**config.mk**
```make
export PLATFORM = sky130hd
export DESIGN_NAME = fetch_pc_stage
export DESIGN_NICKNAME = d
export VERILOG_FILES = /design/src/rtl/fetch_pc_stage.sv
export SDC_FILE = /design/constraint.sdc
export NUM_CORES = 1
export LEC_CHECK = 0
export BUFFER_PORTS_ARGS = -buffer_cell sky130_fd_sc_hd__buf_2
export CAP_MARGIN = 5
export CORE_MARGIN = 2
export CORE_UTILIZATION = 50
export CTS_BUF_LIST = sky130_fd_sc_hd__clkbuf_4
export CTS_CLUSTER_DIAMETER = 30
export DETAILED_ROUTE_END_ITERATION = 7
export GPL_TIMING_DRIVEN = 0
export PLACE_DENSITY = 0.81
export SLEW_MARGIN = 20
export SYNTH_ARGS = -nofsm -noshare
export SYNTH_HDL_FRONTEND = slang
export SYNTH_SLANG_ARGS = --single-unit
```
**constraint.sdc**
```tcl
create_clock -name clk -period 2.05 [get_ports clk]
set_input_delay 0.205 -clock clk [delete_from_list [all_inputs] [get_ports clk]]
set_output_delay 0.205 -clock clk [all_outputs]
set_load 0.01 [all_outputs]
```
**src/rtl/fetch_pc_stage.sv**
```systemverilog
// IF stage: owns the PC, selects the next PC, fetches over a req/ack instruction port
// and drives the IF/ID pipeline register under hazard-unit stall/flush control.
module fetch_pc_stage #(
   parameter logic [31:0] RESET_PC = 32'h0000_0000
) (
   input  logic        clk,
   input  logic        rst_n,
   input  logic        stall,
   input  logic        flush,
   input  logic        br_taken,
   input  logic [31:0] br_target,
   input  logic        jmp,
   input  logic [31:0] jmp_target,
   input  logic        jr,
   input  logic [31:0] jr_target,
   output logic        imem_req,
   output logic [31:0] imem_addr,
   input  logic        imem_ack,
   input  logic [31:0] imem_rdata,
   output logic [31:0] pc,
   output logic        ifid_valid,
   output logic [31:0] ifid_pc,
   output logic [31:0] ifid_pc4,
   output logic [31:0] ifid_instr
);

   typedef enum logic [1:0] {StIdle, StFetch, StHold, StDrain} state_e;

   state_e      state_q;
   logic [31:0] pc_q;
   logic [31:0] fetch_addr_q;
   logic [31:0] buf_q;
   logic        ifid_valid_q;
   logic [31:0] ifid_pc_q;
   logic [31:0] ifid_pc4_q;
   logic [31:0] ifid_instr_q;

   logic        redir;
   logic [31:0] redir_raw;
   logic [31:0] redir_tgt;
   logic [31:0] pc_plus4;
   logic [31:0] fetch_plus4;

   // A redirect is only honoured when ID is not stalled; ID re-asserts it later.
   assign redir     = (jr | jmp | br_taken) & ~stall;
   assign redir_raw = jr ? jr_target : (jmp ? jmp_target : br_target);
   assign redir_tgt = {redir_raw[31:2], 2'b00};

   assign pc_plus4    = pc_q + 32'd4;
   assign fetch_plus4 = fetch_addr_q + 32'd4;

   always_ff @(posedge clk) begin
      if (!rst_n) begin
         state_q      <= StIdle;
         pc_q         <= RESET_PC;
         fetch_addr_q <= 32'h0;
         buf_q        <= 32'h0;
         ifid_valid_q <= 1'b0;
         ifid_pc_q    <= 32'h0;
         ifid_pc4_q   <= 32'h0;
         ifid_instr_q <= 32'h0;
      end else begin
         // ID consumed its instruction unless stalled; later loads override this bubble.
         if (!stall) begin
            ifid_valid_q <= 1'b0;
            ifid_instr_q <= 32'h0;
         end

         unique case (state_q)
            StIdle: begin
               state_q      <= StFetch;
               fetch_addr_q <= pc_q;
               if (redir) begin
                  pc_q         <= redir_tgt;
                  fetch_addr_q <= redir_tgt;
               end
            end

            StFetch: begin
               if (imem_ack) begin
                  if (redir) begin
                     pc_q         <= redir_tgt;
                     fetch_addr_q <= redir_tgt;
                  end else if (stall) begin
                     buf_q   <= imem_rdata;
                     state_q <= StHold;
                  end else begin
                     ifid_valid_q <= 1'b1;
                     ifid_pc_q    <= fetch_addr_q;
                     ifid_pc4_q   <= fetch_plus4;
                     ifid_instr_q <= imem_rdata;
                     pc_q         <= pc_plus4;
                     fetch_addr_q <= pc_plus4;
                  end
               end else if (redir) begin
                  // Request is in flight; keep its address until the stale ack returns.
                  pc_q    <= redir_tgt;
                  state_q <= StDrain;
               end
            end

            StHold: begin
               if (!stall) begin
                  state_q <= StFetch;
                  if (redir) begin
                     pc_q         <= redir_tgt;
                     fetch_addr_q <= redir_tgt;
                  end else begin
                     ifid_valid_q <= 1'b1;
                     ifid_pc_q    <= fetch_addr_q;
                     ifid_pc4_q   <= fetch_plus4;
                     ifid_instr_q <= buf_q;
                     pc_q         <= pc_plus4;
                     fetch_addr_q <= pc_plus4;
                  end
               end
            end

            StDrain: begin
               if (redir) begin
                  pc_q <= redir_tgt;
               end
               if (imem_ack) begin
                  state_q      <= StFetch;
                  fetch_addr_q <= redir ? redir_tgt : pc_q;
               end
            end

            default: state_q <= StIdle;
         endcase

         if (flush) begin
            ifid_valid_q <= 1'b0;
            ifid_instr_q <= 32'h0;
         end
      end
   end

   assign imem_req   = (state_q == StFetch) || (state_q == StDrain);
   assign imem_addr  = fetch_addr_q;
   assign pc         = pc_q;
   assign ifid_valid = ifid_valid_q;
   assign ifid_pc    = ifid_pc_q;
   assign ifid_pc4   = ifid_pc4_q;
   assign ifid_instr = ifid_instr_q;

endmodule

```
# ---- Word level (Yosys, flattened, before mapping)
# Cells that the tools add are included.
dict set report totals {
  input_bits 136
  regBits 195
  output_inout_bits 162
  wordCells 85
}
dict set report classes {
  bitwise_logic 6
  mux 45
  add_sub_neg 2
  n_eq_ne 14
  reduce_logical 10
}
# cell n
set ops {}
lappend ops {{$mux 32} 26}
lappend ops {{$pmux 32 s2} 3}
lappend ops {{$pmux 32 s4} 1}
lappend ops {{$pmux 32 s3} 1}
lappend ops {{$add 32x3->32 const B} 2}
lappend ops {{$mux 2} 6}
lappend ops {{$ne 2x2->1 const B} 6}
lappend ops {{$ne 3x3->1 const B} 4}
lappend ops {{$pmux 2 s4} 1}
lappend ops {{$reduce_and 4->1} 2}
lappend ops {{$mux 1} 6}
lappend ops {{$reduce_and 6->1} 1}
lappend ops {{$reduce_and 5->1} 1}
lappend ops {{$eq 2x2->1 const B} 2}
lappend ops {{$ne 4x4->1 const B} 1}
lappend ops {{$reduce_or 2->1} 2}
lappend ops {{$not 1->1} 3}
lappend ops {{$eq 2x1->1 const B} 1}
lappend ops {{$logic_not 2->1} 1}
lappend ops {{$or 1x1->1} 2}
lappend ops {{$pmux 1 s2} 1}
lappend ops {{$reduce_and 2->1} 1}
lappend ops {{$reduce_bool 2->1} 1}
lappend ops {{$and 1x1->1} 1}
lappend ops {{$logic_or 1x1->1} 1}

# ---- Depth between registers and ports, before layout
dict set report depth {
  ltp_word 6
  mapped_depth 10
  ltp_nobuf 8
}

# ---- Worst setup path before layout
# Ideal clock, no wire load.
dict set report synth_path {
  path_type {reg2reg}
  startpoint {register state_q[0]}
  endpoint {register ifid_instr_q[23], in the netlist ifid_instr[23]}
  setup_slack_ns -0.110
  t_arrival_ns 2.032
  stages_incl_launch_ff 10
  setup_time_ns 0.128
  t_required_ns 1.922
  path_cell_list {dfxtp_1 inv_1 ha_1 clkbuf_1 clkbuf_1 clkbuf_1 clkbuf_1 nand2_1 o21ai_0 nor2_1}
}
dict set report synth_via {
  elab_chain_len 2
  elab_cells_between_ends 3
  cone_classes {eq/ne: 2; mux: 1}
}
# element line_no
set synth_lines {}
lappend synth_lines {{from (decl)} 29} ;# state_e state_q;
lappend synth_lines {{from (signal assigned)} 54} ;# state_q <= StIdle;
lappend synth_lines {{from (signal assigned)} 71} ;# state_q <= StFetch;
lappend synth_lines {{from (signal assigned)} 86} ;# state_q <= StHold;
lappend synth_lines {{$eq 2x2->1 or $eq 2x1->1 (tied branches)} 69} ;# unique case (state_q)
lappend synth_lines {{$pmux 32 s2 (*)} 69}
lappend synth_lines {{to (signal assigned)} 91} ;# ifid_instr_q <= imem_rdata;
lappend synth_lines {{to (signal assigned)} 112} ;# ifid_instr_q <= buf_q;
lappend synth_lines {{to (decl)} 36} ;# logic [31:0] ifid_instr_q;
# Mark *: on every way between the ends. The rest lies on a longest branch, timed or not.
# A chain may end at the register's enable or synchronous reset.

# ---- Final worst setup path
dict set report layout_path {
  startpoint {register state_q[0]}
  endpoint {register fetch_addr_q[21], in the netlist imem_addr[21]}
}
dict set report layout_via {
  elab_chain_len 3
  elab_cells_between_ends 10
  cone_classes {eq/ne: 7; mux: 1; reduce/logical: 2}
}
# element line_no
set layout_lines {}
lappend layout_lines {{$eq 2x1->1 or $eq 2x2->1 (tied branches)} 69}
lappend layout_lines {{$ne 3x3->1 (no line) or $ne 2x2->1 (tied branches)} --}
lappend layout_lines {{$reduce_and 4->1 (no line)} --}
lappend layout_lines {{to (signal assigned)} 72} ;# fetch_addr_q <= pc_q;
lappend layout_lines {{to (signal assigned)} 75} ;# fetch_addr_q <= redir_tgt;
lappend layout_lines {{to (signal assigned)} 83} ;# fetch_addr_q <= redir_tgt;
lappend layout_lines {{to (decl)} 31} ;# logic [31:0] fetch_addr_q;
# Several ways; a longest one is shown, not always the timed one.

==> results.sh <==
export IMPL_status="finished, violations left"
export IMPL_violations="DRC, setup timing"
export IMPL_fin_crit_ns=2.25
export IMPL_area_growth_syn_to_layout_pct=40.3
export IMPL_grt_pass1_wl_um=78800
export IMPL_antenna_found_initial=2
export IMPL_clockPowerShare_pct=20.8
export IMPL_crit_reg2reg_capture="imem_addr[21]"
export IMPL_p_comb_share_pct=40.0
export IMPL_max_cap_viol_count=0
export IMPL_rows=55
export IMPL_gp_congestion=1.06
export IMPL_whs_endpoint="pc[20]"
export IMPL_fin_crit_sh_pct=110
export IMPL_synthArstFlopShare_pct=0
export IMPL_synth_nets=1717
export IMPL_syn_inst=1576
export IMPL_holdPathStages=5
export IMPL_dpl_worst_slack_ns=-1.09
export IMPL_ys_ff_latch=193
export IMPL_post_route_cell_area_mm2=0.0164
export IMPL_initial_core_util_pct=51.2
export IMPL_power_frac_seq_pct=39.2
export IMPL_place_hpwl_um=37900
export IMPL_p_int_w=0.00657
export IMPL_drive_above_1_share_pct=34.8
export IMPL_p_leak_nw=6.89
export IMPL_grt_max_degree=21
export IMPL_synth_top_area_share_pct=33.1
export IMPL_synth_edf_count=0
export IMPL_drt_wirelength_per_cell_um=23.5
export IMPL_synthTopCellsByArea="dfxtp_1, nand2_1, a21boi_0"
export IMPL_worst_pin_slew_ns=0.978
export IMPL_dieArea_mm2=0.0246
export IMPL_clk_path_buf_depth=2
export IMPL_rsz0062_at_grt="yes"
export IMPL_cp_required_ns=2.62
export IMPL_reg2reg_slack_ns=-0.20
export IMPL_coreArea_mm2=0.0228
export IMPL_fp_dieH_um=157
export IMPL_ios=298
export IMPL_finalSetupViolCount=28
export IMPL_gr_total_overflow=0
export IMPL_cts_tree="done"
export IMPL_hold_path_class="in2reg"
export IMPL_numCtsBuffers=17
export IMPL_crit_arrival_ns=2.81
export IMPL_min_from="jr_target[20]"
export IMPL_vias=14809
export IMPL_hold_ws_ns=0.0294
export IMPL_drtPass1Iterations=8
export IMPL_cp_max_fo=5
export IMPL_powerDensity_mw_per_mm2=684
export IMPL_viasPerCell=6.31
export IMPL_hold_viol_final=0
export IMPL_drtAntennaViolNets=0
export IMPL_critPathKind="reg2reg"
export IMPL_ir_drop_mv=0.381
export IMPL_syn_cell_area_mm2=0.0117
export IMPL_drt_wl_total_um=55100
export IMPL_startpoint_type="register"
export IMPL_cts_root_buffer_cell="clkbuf_4"
export IMPL_drv_slew=0
export IMPL_avgSynthCellArea_um2=7.40
export IMPL_power_switching_w=0.00461
export IMPL_critPathCaptureType="register"
export IMPL_clkSinkCount=193
export IMPL_placedInstanceArea_mm2=0.0135
export IMPL_num_nets_final=2159
export IMPL_route_detailed_drc=1
export IMPL_fmax_mhz=445
export IMPL_r2r_start="state_q[0]"
export IMPL_cts_htree_levels=4
export IMPL_grt_pass1_vias=13623
export IMPL_swShare_pct=41.2
export IMPL_ys_flop_type="dfxtp_1"
export IMPL_r2r_cells=9
export IMPL_synth_top_cell_by_area="dfxtp_1"
export IMPL_grt_usage_pct=42.4
export IMPL_yosysSeqAreaShare_pct=33.1
export IMPL_clock_skew_ns=0.0367
export IMPL_clock_latency_ns=0.65
export IMPL_fin_ws_ns=-0.196
export IMPL_numPortBuffers=289
export IMPL_synth_cell_types=74
export IMPL_die_w_um=157
export IMPL_drtIter0Drc=2309
export IMPL_clkTransAtPathRegs_ns=0.21
export IMPL_ys_warn_count=0
export IMPL_max_slew_margin_rel_pct=34.8
[final cells by class]
cell class,instances,area (µm²)
Clock inverter,15,190
Inverter,16,63.8
Tap cell,313,392
Fill cell,1806,6430
Multi-Input combinational cell,1220,7900
Buffer,139,995
Clock buffer,17,128
Timing Repair Buffer,431,2750
Sequential cell,193,3930
Antenna cell,2,5.00
[worst max-delay path, cell delays in order (launching register included)]
cell       delay (ns)
dfxtp_4          0.42
inv_2            0.05
ha_4             0.27
clkbuf_16        0.17
buf_12           0.14
buf_8            0.12
or4_4            0.50
nand2_2          0.07
o211ai_1         0.20
a21oi_1          0.21
[synthesized netlist by cell type, types with 11 or more instances]
cell / number
clkbuf_1: 83
nand3_1: 37
a31oi_1: 18
dfxtp_1: 193
buf_1: 16
or3_1: 12
o22ai_1: 33
xnor2_1: 37
and3_1: 15
buf_2: 34
nor2_1: 108
o21ai_0: 107
a21boi_0: 97
a211oi_1: 21
nand4_1: 20
nand2_1: 311
xor2_1: 24
nor3_1: 33
o31ai_1: 11
a21oi_1: 118
mux2i_1: 32
inv_1: 16
o211ai_1: 20
[what timing repair did]
action | CTS | global route
gates resized for setup | 213 | 172
hold buffers | 32 | 0
endpoints found under the hold margin | 32 | 0
cloned | 3 | 2
buffers inserted | 50 | 57
setup endpoints to repair | 160 | 144
pin swaps | 40 | 67
[state kept, by name, indices dropped and copies added, names as in the netlist]
register,cells
buf_q,32
ifid_instr,32
ifid_pc,32
ifid_pc4,30
ifid_valid,1
imem_addr,32
pc,32
state_q,2
[layer usage]
metal  vias to the layer above  global-route usage (%)  wire length (µm)
li1                       6516                       -                 -
met1                      6762                    51.6             20000
met2                      1228                    64.4             24100
met3                       303                    13.4              7700
met4                         0                    27.5              3350
met5                         -                       0                 0
[worst max-delay path by stage]
stage | to | cells past startpoint | start
floorplan | pc[28] | 8 | pc[2]
global placement | imem_addr[25] | 8 | jr
detailed placement | imem_addr[25] | 8 | jr
CTS | imem_req | 7 | state_q[1]
global route | imem_addr[25] | 8 | pc[7]
finish | imem_addr[21] | 9 | state_q[0]
[placed cells by master (no fill, tap or decap), types with 32 or more instances in the layout]
cell / instances
buf_2: 312
dlygate4sd3_1: 32
nor2_1: 92
mux2i_1: 32
o21ai_0: 99
nand3_1: 32
nand2_1: 302
buf_4: 101
clkbuf_1: 36
dfxtp_1: 162
xnor2_1: 37
o22ai_1: 33
a21oi_1: 110
a21boi_0: 95
[power groups by stage]
| stage | logic, W | clock network (W) | registers (W) |
|---|---|---|---|
| after floorplan | 0.00177 | 0 | 0.00441 |
| after global placement | 0.00307 | 0 | 0.00439 |
| after detailed placement | 0.00310 | 0 | 0.00440 |
| after CTS | 0.00375 | 0.00231 | 0.00436 |
| after global routing | 0.00463 | 0.00245 | 0.00441 |
| final | 0.00447 | 0.00233 | 0.00438 |
[through the flow]
stage	total power [W]	util [%]	TNS [ns]	cells
6_report	0.0112	71.8	-1.54	2346
3_3_place_gp	0.00746	59.3	-132.03	2178
2_1_floorplan	0.00619	-	0	1576
3_5_place_dp	0.00750	59.4	-114.91	2178
5_1_grt	0.0115	71.8	-3.29	2346
4_1_cts	0.0104	67.4	-0.450	2290
[cell families after synthesis]
| group | share of synthesized area [%] |
|---|---|
| AO/OA/AOI/OAI | 27.6 |
| AND/OR/NAND/NOR | 24.4 |
| adder cells (fa/ha/maj) | 0.537 |
| multiplexers | 3.71 |
| buffers and inverters | 6.03 |
| XOR/XNOR | 4.58 |
| flip-flops | 33.1 |
(Power assumes the default switching activity.)
